`src/rtl/memarb_pkg.sv`:
```
// Shared types and defaults for the two-master SRAM arbiter.
// Round-robin arbitration is enabled by defining MEMARB_RR_EN; otherwise m0 has fixed priority.
package memarb_pkg;

  localparam int unsigned MEMARB_AW = 16;
  localparam int unsigned MEMARB_DW = 16;

  typedef enum logic {
    MA_M0 = 1'b0,
    MA_M1 = 1'b1
  } memarb_id_t;

  // Master index of a one-hot grant vector; an empty vector maps to MA_M0.
  function automatic memarb_id_t memarb_winner(input logic [1:0] gnt);
    return gnt[1] ? MA_M1 : MA_M0;
  endfunction

endpackage

```
`src/rtl/memarb_pick2.sv`:
```
// Two-requester picker producing a one-hot grant vector.
// With MEMARB_RR_EN a priority flop alternates the favoured requester; without it req[0] always wins.
module memarb_pick2
  import memarb_pkg::*;
(
  input  logic       clk,
  input  logic       rst_n,
  input  logic [1:0] req,
  output logic [1:0] gnt
);

`ifdef MEMARB_RR_EN
  // prio_q = 0 favours requester 0, 1 favours requester 1.
  logic prio_q;
  logic prio_d;

  always_comb begin
    gnt    = 2'b00;
    prio_d = prio_q;
    unique case (req)
      2'b01:   gnt = 2'b01;
      2'b10:   gnt = 2'b10;
      2'b11:   gnt = prio_q ? 2'b10 : 2'b01;
      default: gnt = 2'b00;
    endcase
    // After any grant the non-winner becomes favoured.
    if (gnt[0]) begin
      prio_d = 1'b1;
    end else if (gnt[1]) begin
      prio_d = 1'b0;
    end
  end

  always_ff @(posedge clk or negedge rst_n) begin
    if (!rst_n) begin
      prio_q <= 1'b0;
    end else begin
      prio_q <= prio_d;
    end
  end
`else
  // Fixed priority keeps no state; clk and rst_n are kept for a uniform port list.
  logic unused_clk_rst;
  assign unused_clk_rst = clk ^ rst_n;

  always_comb begin
    gnt    = 2'b00;
    gnt[0] = req[0];
    gnt[1] = req[1] & ~req[0];
  end
`endif

endmodule

```
`src/rtl/mem_arbiter.sv`:
```
// Arbitrates two bus masters onto the single write port and single read port of the SRAM.
// MEMARB_RR_EN selects round-robin per port; the default build gives m0 fixed priority.
module mem_arbiter
  import memarb_pkg::*;
#(
  parameter int unsigned AW = MEMARB_AW,
  parameter int unsigned DW = MEMARB_DW
) (
  input  logic          clk,
  input  logic          rst_n,

  input  logic          m0_req,
  input  logic          m0_we,
  input  logic [AW-1:0] m0_addr,
  input  logic [DW-1:0] m0_wdata,
  output logic          m0_gnt,
  output logic          m0_rvalid,
  output logic [DW-1:0] m0_rdata,

  input  logic          m1_req,
  input  logic          m1_we,
  input  logic [AW-1:0] m1_addr,
  input  logic [DW-1:0] m1_wdata,
  output logic          m1_gnt,
  output logic          m1_rvalid,
  output logic [DW-1:0] m1_rdata,

  output logic [AW-1:0] mem_waddr_o,
  output logic [DW-1:0] mem_wdata_o,
  output logic          mem_we_o,
  output logic [AW-1:0] mem_raddr_o,
  output logic          mem_re_o,
  input  logic [DW-1:0] mem_rdata_i
);

  logic [1:0] wr_req;
  logic [1:0] rd_req;
  logic [1:0] wr_gnt;
  logic [1:0] rd_gnt;

  logic       rd_pend_q;
  logic       rd_pend_d;
  memarb_id_t rd_owner_q;
  memarb_id_t rd_owner_d;

  // Requests are masked during reset so no grant or strobe can escape.
  always_comb begin
    wr_req = 2'b00;
    rd_req = 2'b00;
    if (rst_n) begin
      wr_req = {m1_req & m1_we, m0_req & m0_we};
      rd_req = {m1_req & ~m1_we, m0_req & ~m0_we};
    end
  end

  memarb_pick2 u_pick_wr (
    .clk   (clk),
    .rst_n (rst_n),
    .req   (wr_req),
    .gnt   (wr_gnt)
  );

  memarb_pick2 u_pick_rd (
    .clk   (clk),
    .rst_n (rst_n),
    .req   (rd_req),
    .gnt   (rd_gnt)
  );

  // A master never requests both ports at once, so at most one of each pair is set.
  assign m0_gnt = wr_gnt[0] | rd_gnt[0];
  assign m1_gnt = wr_gnt[1] | rd_gnt[1];

  always_comb begin
    mem_we_o    = 1'b0;
    mem_waddr_o = '0;
    mem_wdata_o = '0;
    unique case (wr_gnt)
      2'b01: begin
        mem_we_o    = 1'b1;
        mem_waddr_o = m0_addr;
        mem_wdata_o = m0_wdata;
      end
      2'b10: begin
        mem_we_o    = 1'b1;
        mem_waddr_o = m1_addr;
        mem_wdata_o = m1_wdata;
      end
      default: ;
    endcase
  end

  always_comb begin
    mem_re_o    = 1'b0;
    mem_raddr_o = '0;
    unique case (rd_gnt)
      2'b01: begin
        mem_re_o    = 1'b1;
        mem_raddr_o = m0_addr;
      end
      2'b10: begin
        mem_re_o    = 1'b1;
        mem_raddr_o = m1_addr;
      end
      default: ;
    endcase
  end

  always_comb begin
    rd_pend_d  = |rd_gnt;
    rd_owner_d = rd_owner_q;
    if (|rd_gnt) begin
      rd_owner_d = memarb_winner(rd_gnt);
    end
  end

  always_ff @(posedge clk or negedge rst_n) begin
    if (!rst_n) begin
      rd_pend_q  <= 1'b0;
      rd_owner_q <= MA_M0;
    end else begin
      rd_pend_q  <= rd_pend_d;
      rd_owner_q <= rd_owner_d;
    end
  end

  // SRAM read data lands one cycle after the granting edge; only the owner sees rvalid.
  assign m0_rvalid = rst_n & rd_pend_q & (rd_owner_q == MA_M0);
  assign m1_rvalid = rst_n & rd_pend_q & (rd_owner_q == MA_M1);
  assign m0_rdata  = mem_rdata_i;
  assign m1_rdata  = mem_rdata_i;

endmodule

```
`config.mk`:
```
export PLATFORM = sky130hd
export DESIGN_NAME = mem_arbiter
export DESIGN_NICKNAME = d
export VERILOG_FILES = /design/src/rtl/memarb_pkg.sv /design/src/rtl/memarb_pick2.sv /design/src/rtl/mem_arbiter.sv
export SDC_FILE = /design/constraint.sdc
export NUM_CORES = 1
export LEC_CHECK = 0
export BUFFER_PORTS_ARGS = -buffer_cell sky130_fd_sc_hd__buf_2
export CAP_MARGIN = 10
export CELL_PAD_IN_SITES_DETAIL_PLACEMENT = 0
export CELL_PAD_IN_SITES_GLOBAL_PLACEMENT = 2
export CORE_ASPECT_RATIO = 2
export CORE_MARGIN = 2
export CORE_UTILIZATION = 11
export CTS_CLUSTER_SIZE = 24
export DETAILED_ROUTE_END_ITERATION = 10
export GPL_TIMING_DRIVEN = 0
export HOLD_SLACK_MARGIN = 0.03
export PLACE_DENSITY_LB_ADDON = 0.3
export SYNTH_ARGS = -nofsm -noshare
export SYNTH_HDL_FRONTEND = slang
export SYNTH_SLANG_ARGS = --single-unit
```
`constraint.sdc`:
```
create_clock -name clk -period 0.8 [get_ports clk]
set_input_delay 0.04 -clock clk [delete_from_list [all_inputs] [get_ports clk]]
set_output_delay 0.04 -clock clk [all_outputs]
set_load 0.02 [all_outputs]
```
# Word-level counts from Yosys, hierarchy flattened
# Cells that the tools add are included.
dict set report op_classes {
  eq_ne 4
  mux 8
  bitwise 16
  n_reduce_logical 3
}
# op n
set ops {}
lappend ops {{16-bit case mux with 2 select lines} 3}
lappend ops {{1-bit bitwise AND} 9}
lappend ops {{2-bit OR reduction} 3}
lappend ops {{1-bit NOT} 5}
lappend ops {{2-bit by 1-bit equality test with 1-bit output, second input constant} 2}
lappend ops {{2-bit equality test, second input constant} 2}
lappend ops {{2-bit two-way mux} 2}
lappend ops {{1-bit two-way mux} 3}
lappend ops {{1-bit bitwise OR} 2}
dict set report word_totals {
  register_bits 2
  output_inout_bits 86
  word_cells 33
}

# Logic depth before layout (Yosys ltp)
# Gate-level depths: netlist of run 1.
dict set report logic_depth {
  word_depth 8
  mapped_depth 4
  mapped_depth_nobuf 2
}

# Modules after synthesis
# A second synthesis of run 1 with hierarchy kept.
dict set report unflattened {
  hier_cells 173
  hier_area_um2 1184.9
}
# module instances cells_per_inst area_per_inst_um2 seq_area_each_um2
set by_module_without_submodules {}
lappend by_module_without_submodules {mem_arbiter 1 169 1142.3 50.0}
lappend by_module_without_submodules {memarb_pick2 2 2 21.3 0.0}

# Worst setup path before layout of run 1
# Ideal clock, no wire load.
dict set report synth_timing {
  kind {input port to flip-flop}
  startpoint {in rst_n}
  endpoint {reg rd_pend_q}
  setup_ns 0.163
  t_arrival_ns 0.746
  path_slack_ns -0.109
  path_stages 4
  n_path_buf 2
  cell_sequence {and3b_1 -> buf_6 -> buf_6 -> or2_1}
}
dict set report synth_via {
  elab_chain_len 4
}
# element line
set synth_lines {}
lappend synth_lines {{start, declared} mem_arbiter.sv:10} ;# input logic rst_n,
lappend synth_lines {{2-bit two-way mux (*)} mem_arbiter.sv:50} ;# if (rst_n) begin
lappend synth_lines {{1-bit NOT} memarb_pick2.sv:49} ;# gnt[1] = req[1] & ~req[0];
lappend synth_lines {{1-bit bitwise AND} memarb_pick2.sv:49}
lappend synth_lines {{2-bit OR reduction (*)} mem_arbiter.sv:110} ;# rd_pend_d = |rd_gnt;
lappend synth_lines {{end signal, assigned} mem_arbiter.sv:122} ;# rd_pend_q <= rd_pend_d;
lappend synth_lines {{end, declared} mem_arbiter.sv:41} ;# logic rd_pend_q;
# Mark *: on every way between the ends. The rest lies on a longest branch, timed or not.
# A chain may end at the register's enable or synchronous reset.

# Final worst setup path of run 1
dict set report layout_timing {
  startpoint {in m1_req}
  endpoint {out mem_re_o}
}
dict set report layout_via {
  elab_chain_len 6
  word_cells_on_any_way 7
  cone_classes {eq/ne: 2; mux: 2; bitwise: 2; reduce/logical: 1}
}
# element line
set layout_lines {}
lappend layout_lines {{start, declared} mem_arbiter.sv:20} ;# input logic m1_req,
lappend layout_lines {{1-bit bitwise AND (*)} mem_arbiter.sv:52} ;# rd_req = {m1_req & ~m1_we, m0_req & ~m0_we};
lappend layout_lines {{2-bit two-way mux (*)} mem_arbiter.sv:50}
lappend layout_lines {{1-bit bitwise AND (*)} memarb_pick2.sv:49}
lappend layout_lines {{2-bit equality test / 2-bit by 1-bit equality test with 1-bit output (equally long branches)} mem_arbiter.sv:96} ;# unique case (rd_gnt)
lappend layout_lines {{2-bit OR reduction (no source line) (*)} n/a}
lappend layout_lines {{1-bit two-way mux (*)} mem_arbiter.sv:96}
lappend layout_lines {{end, declared} mem_arbiter.sv:32} ;# output logic mem_re_o,
# Marked as above.

==> results.cfg, run 1 <==
[run_status]
status = complete, but fails checks
violations = setup timing

[final_layout]
area_delta_synth_final_pct = 178
fin_util_pct = 31.6
num_antenna_cells = 0
fin_nets = 377
drive_gt1_share_pct = 92.0
fillers = 924

[critical_path]
required_ns = 0.76
r2r_setup_slack_ns = 0.11
worst_setup_path_start_kind = input pin
timing.rr.end = rd_owner_q
cp_data_arrival_time_ns = 0.97
reg2reg_from = rd_owner_q
worst-path-max-fanout = 5
critical_path_class = input pin to output pin
worstRegToRegCells = 1
end_kind = output pin

[flow_run]
cap_violations = 0

[clock_tree]
numCtsBuffers = 3
clock-sinks = 2
cts_max_level = 1
clock_path_buffers = 2
clk-insertion-delay-late_ns = 0.22
root_buffer = clkbuf_16
cts_tree = built

[min_path]
hold_depth = 2
min_path_type = input pin to output pin
min_from = mem_rdata_i[0]
min_to = m0_rdata[0]

[route]
drtAntennaViolNets = 0
vias = 1731
drcViolationCount = 0
firstDrtPassIters = 5
first_iter_violations = 47
wl_per_cell_um = 17.8
wl_mm = 6.94
routed_via_density = 4.43

[die]
start_util_pct = 11.4
io_pins = 172
fp.dieH_um = 140
dieArea_um2 = 10100
rows = 49
core_region_area_um2 = 9010
die_w_um = 72.2

[timing]
setup_viol = 52
clock.fmax_ghz = 0.985
rsz0062_at_grt = true
finClkSkew_ns = 0
whs_ns = 0.297
fin_crit_sh_pct = 127
slew_violations = 0
layout_min_cycle_time_ns = 1.01
worst_pin_slew_ns = 0.239
worst_slew_margin_rel_pct = 84.1
setup_ws_ns = -0.215
finalHoldViolCount = 0

[power_and_ir_drop]
internal-power_uw = 1610
switching_share_pct = 34.2
clkPwrFrac_pct = 31.0
leakage_uw = 0.00162
combPwrFrac_pct = 64.0
ir_drop_mv = 1.31
seq_power_share_pct = 5.0
p_sw_uw = 835
pwr_density_cell_nw_per_um2 = 858

[grt]
grtUsageMet3_pct = 1.58
grt-busiest-layer = met2
groute.usage.overall_pct = 11.8
grt_pass1_wl_mm = 9.38
met1_usage_pct = 11.0
groute.layer.met2.usage_pct = 23.9
grt_max_degree = 11
overflow = 0
first_global_vias = 1793
antenna_found_initial = 0

[placed_design]
dp_hpwl_mm = 5.17
io_buffer_count = 155
place_congestion = 0.750
dp_slack_ns = -0.489

[synthesis]
yosys_warnings = 0
synth_cells = 115
ys_seq_elements = 2
synth_area_per_cell_um2 = 8.90
ys_seq_area_share_pct = 4.89
synthesis.area_um2 = 1020
yosys.cell_types.count = 17
synth_fp_nets = 201
[per-layer routing]
metal | up-vias | part of all wire [%]
li1 | 799 | -
met1 | 798 | 31
met2 | 120 | 58
met3 | 14 | 8.3
met4 | 0 | 2.8
met5 | - | 0
[worst max path at each step]
stage | from | endpoint | slack (ns) | cells after the start
2_1_floorplan | rst_n | rd_pend_q | -0.05 | 4
3_3_place_gp | m0_req | mem_waddr_o[12] | -0.51 | 5
3_5_place_dp | m0_req | mem_waddr_o[2] | -0.49 | 5
4_1_cts | rst_n | mem_waddr_o[13] | -0.24 | 6
5_1_grt | m1_req | mem_re_o | -0.23 | 6
6_report | m1_req | mem_re_o | -0.21 | 6
[flip-flops by register name, summed over array words and instances (netlist names)]
register	flops
rd_owner_q	1
rd_pend_q	1
[logic make-up (layout without fill, tap and decap cells)]
family | count (synthesis) | count (layout) | share of synthesized area, %
AO/OA/AOI/OAI | 50 | 50 | 48.4
buffers and inverters | 49 | 223 | 38.4
AND/OR/NAND/NOR | 13 | 13 | 7.46
flip-flops | 2 | 2 | 4.89
XOR/XNOR | 1 | 1 | 0.856
[power groups by stage]
| stage | Clock [µW] | Combinational [µW] | Sequential [µW] |
|---|---|---|---|
| floorplan | 0 | 694 | 120 |
| global placement | 0 | 1160 | 121 |
| detailed placement | 0 | 1160 | 121 |
| CTS | 777 | 1500 | 121 |
| global route | 773 | 1650 | 125 |
| finish | 757 | 1570 | 122 |
[Yosys cell counts]
| cell | number | area, µm² |
|---|---|---|
| a21oi_1 | 1 | 5.00 |
| a32o_1 | 48 | 480 |
| and2_1 | 1 | 6.26 |
| and3_1 | 3 | 18.8 |
| and3b_1 | 2 | 17.5 |
| buf_2 | 2 | 10.0 |
| buf_4 | 34 | 255 |
| buf_6 | 9 | 101 |
| buf_8 | 1 | 15.0 |
| clkbuf_1 | 3 | 11.3 |
| dfrtp_1 | 2 | 50.1 |
| nand2_1 | 3 | 11.3 |
| nand2b_1 | 1 | 6.26 |
| nor2_1 | 1 | 3.75 |
| o21ba_1 | 1 | 10.0 |
| or2_1 | 2 | 12.5 |
| xnor2_1 | 1 | 8.76 |
[timing repair]
action	CTS	global route
pin swaps	33	31
hold buffers	1	0
gates resized for setup	145	16
endpoints found under the hold margin	2	0
setup endpoints to repair	53	52
setup buffers	7	2
cloned	4	5
[final cells by class]
| cell class | instances | area [µm²] | area share, % |
|---|---|---|---|
| Timing Repair Buffer | 174 | 1490 | 52.3 |
| Sequential cell | 2 | 50.0 | 1.76 |
| Clock buffer | 3 | 75.1 | 2.64 |
| Multi-Input combinational cell | 64 | 661 | 23.2 |
| Tap cell | 102 | 128 | 4.48 |
| Buffer | 46 | 444 | 15.6 |
[metrics by stage]
stage                     power (µW)  area, µm²  setup TNS (ns)  std cells
after detailed placement        1280       1970          -18.77        372
after floorplan                  813       1060          -0.214        115
final                           2440       2850           -9.00        391
after CTS                       2400       2700          -10.25        386
after global placement          1280       1970          -19.13        372
after global routing            2550       2850          -10.11        391
[cells in the final DEF (no fill, tap or decap), drive strengths merged]
cell / count
and2: 1
nor2: 1
nand2: 3
and3: 3
dfrtp: 2
buf: 212
xnor2: 1
a32o: 48
nand2b: 1
or2: 2
dlygate4sd3: 1
o21ba: 1
clkbuf: 10
and3b: 2
a21oi: 1
[worst max-delay path: stages]
cell     delay [ns]
buf_6          0.10
and3b_1        0.18
buf_6          0.14
buf_16         0.13
or2_4          0.25
buf_6          0.13
Note: power is estimated with default switching activity, not from simulation.
==> run 2: changes to the inputs <==
==> constraint.sdc (replaced) <==
create_clock -name clk -period 0.8 [get_ports clk]
set_input_delay 0.16 -clock clk [delete_from_list [all_inputs] [get_ports clk]]
set_output_delay 0.16 -clock clk [all_outputs]
set_load 0.02 [all_outputs]
==> results.cfg, run 2 (synthesis gave the netlist of run 1 again) <==
[run_status]
status = complete, but fails checks
violations = setup timing

[critical_path]
worst_setup_path_start_kind = input pin
worst-path-max-fanout = 6
required_ns = 0.64
worstRegToRegCells = 1
crit_top_cell = buf_6
timing.rr.end = rd_owner_q
critPathTopFamily = buffers and inverters
cpMaxStageDelayCell = a32o_2
end_kind = output pin
reg2reg_from = rd_owner_q
slowest_delay_ns = 0.24
r2r_setup_slack_ns = 0.07
critical_path_class = input pin to output pin
cp.buffers_inverters = 4
path_cells = buf_8, and3b_1, buf_6, buf_12, a32o_2, buf_6
cp_data_arrival_time_ns = 1.08

[grt]
first_global_vias = 1830
groute.usage.overall_pct = 12.4
grt_pass1_wl_mm = 9.73
overflow = 0
antenna_found_initial = 0
grt_max_degree = 11

[flow_run]
cap_violations = 0

[final_layout]
top_regs = rd_owner_q x1, rd_pend_q x1
drive_gt1_share_pct = 97.3
final_cell_mix = 96 x buf_2, 69 x buf_6, 48 x a32o_2, 35 x buf_4, 10 x buf_8
final_cells = 394
area_delta_synth_final_pct = 181
num_antenna_cells = 0
fin_nets = 380
layout_commonest_cell = buf_2
fin_util_pct = 31.9

[timing]
clock.fmax_ghz = 0.805
slew_violations = 0
worst_pin_slew_ns = 0.245
worst_slew_margin_rel_pct = 83.7
setup_ws_ns = -0.442
finalHoldViolCount = 0
finClkSkew_ns = 0
fin_crit_sh_pct = 155
setup_viol = 55
layout_min_cycle_time_ns = 1.24
rsz0062_at_grt = true

[route]
wl_mm = 6.75
first_iter_violations = 36
vias = 1711
firstDrtPassIters = 4
drtAntennaViolNets = 0
drcViolationCount = 0
wl_per_cell_um = 17.1
routed_via_density = 4.34

[clock_tree]
clk-insertion-delay-late_ns = 0.22
cts_tree = built
clock_path_buffers = 2
cts_max_level = 1
numCtsBuffers = 3
clock-sinks = 2
root_buffer = clkbuf_16
clkTransAtPathRegs_ns = 0.03

[die]
start_util_pct = 11.4
io_pins = 172
core_region_area_um2 = 9010
fp.dieH_um = 140
dieArea_um2 = 10100
die_w_um = 72.2
rows = 49

[min_path]
min_path_type = input pin to async pin

[placed_design]
dp_cells = 372
io_buffer_count = 155
place_congestion = 0.751
dp_hpwl_mm = 5.21
dp_slack_ns = -0.689

[power_and_ir_drop]
pwr_density_cell_nw_per_um2 = 854
total_power_uw = 2450
ir_drop_mv = 0.627
leakage_uw = 0.00167
## run 2: cell types whose count changed in the layout (fill, tap and decap cells not counted), moves of 2 or more
cell,before,now
buf_2,98,96
clkbuf_16,9,5
a32o_2,38,48
a32o_1,10,0
buf_6,56,69
buf_4,40,35
clkbuf_4,0,2
## run 2: power breakdown
part | internal (µW) | total (µW) | switching (µW)
logic | 876 | 1580 | 702
clock network | 636 | 752 | 116
registers | 113 | 124 | 10.7
total | 1630 | 2450 | 829
## run 2: worst max-delay path by stage
stage,from,endpoint,slack (ns),cells past startpoint
detailed placement,m0_req,mem_wdata_o[6],-0.69,5
global route,m1_req,mem_re_o,-0.46,6
finish,m0_req,mem_raddr_o[0],-0.44,6
global placement,m0_req,mem_waddr_o[4],-0.72,5
CTS,m1_req,mem_raddr_o[0],-0.46,6
floorplan,rst_n,mem_raddr_o[10],-0.22,4
## run 2: stage by stage
stage	cell area, µm²	TNS (ns)	hold slack [ns]
after CTS	2720	-21.38	0.399
after floorplan	1120	-9.35	-0.136
after detailed placement	2020	-30.23	0.00806
final	2880	-21.33	0.393
after global routing	2880	-22.73	0.410
after global placement	2020	-30.38	0.00592
## run 2: what timing repair did
action,CTS,global route
setup endpoints to repair,56,56
buffers inserted,11,2
gates cloned,6,2
pin swaps,31,5
endpoints found under the hold margin,2,0
resized for setup,130,28
hold buffers,1,0
## run 2: layout make-up
class,instances,area [µm²]
buffer,47,430
clock buffer,3,75.1
fill,965,6140
multi-input combinational,64,693
sequential,2,50.0
tap,102,128
timing repair buffer,176,1500
## run 2: per-layer routing
metal	vias up	part of all wire, %	GRT usage (%)
li1	809	-	-
met1	781	32	12.6
met2	117	58	25.4
met3	4	8.6	1.51
met4	0	1.0	2.48
met5	-	0	0
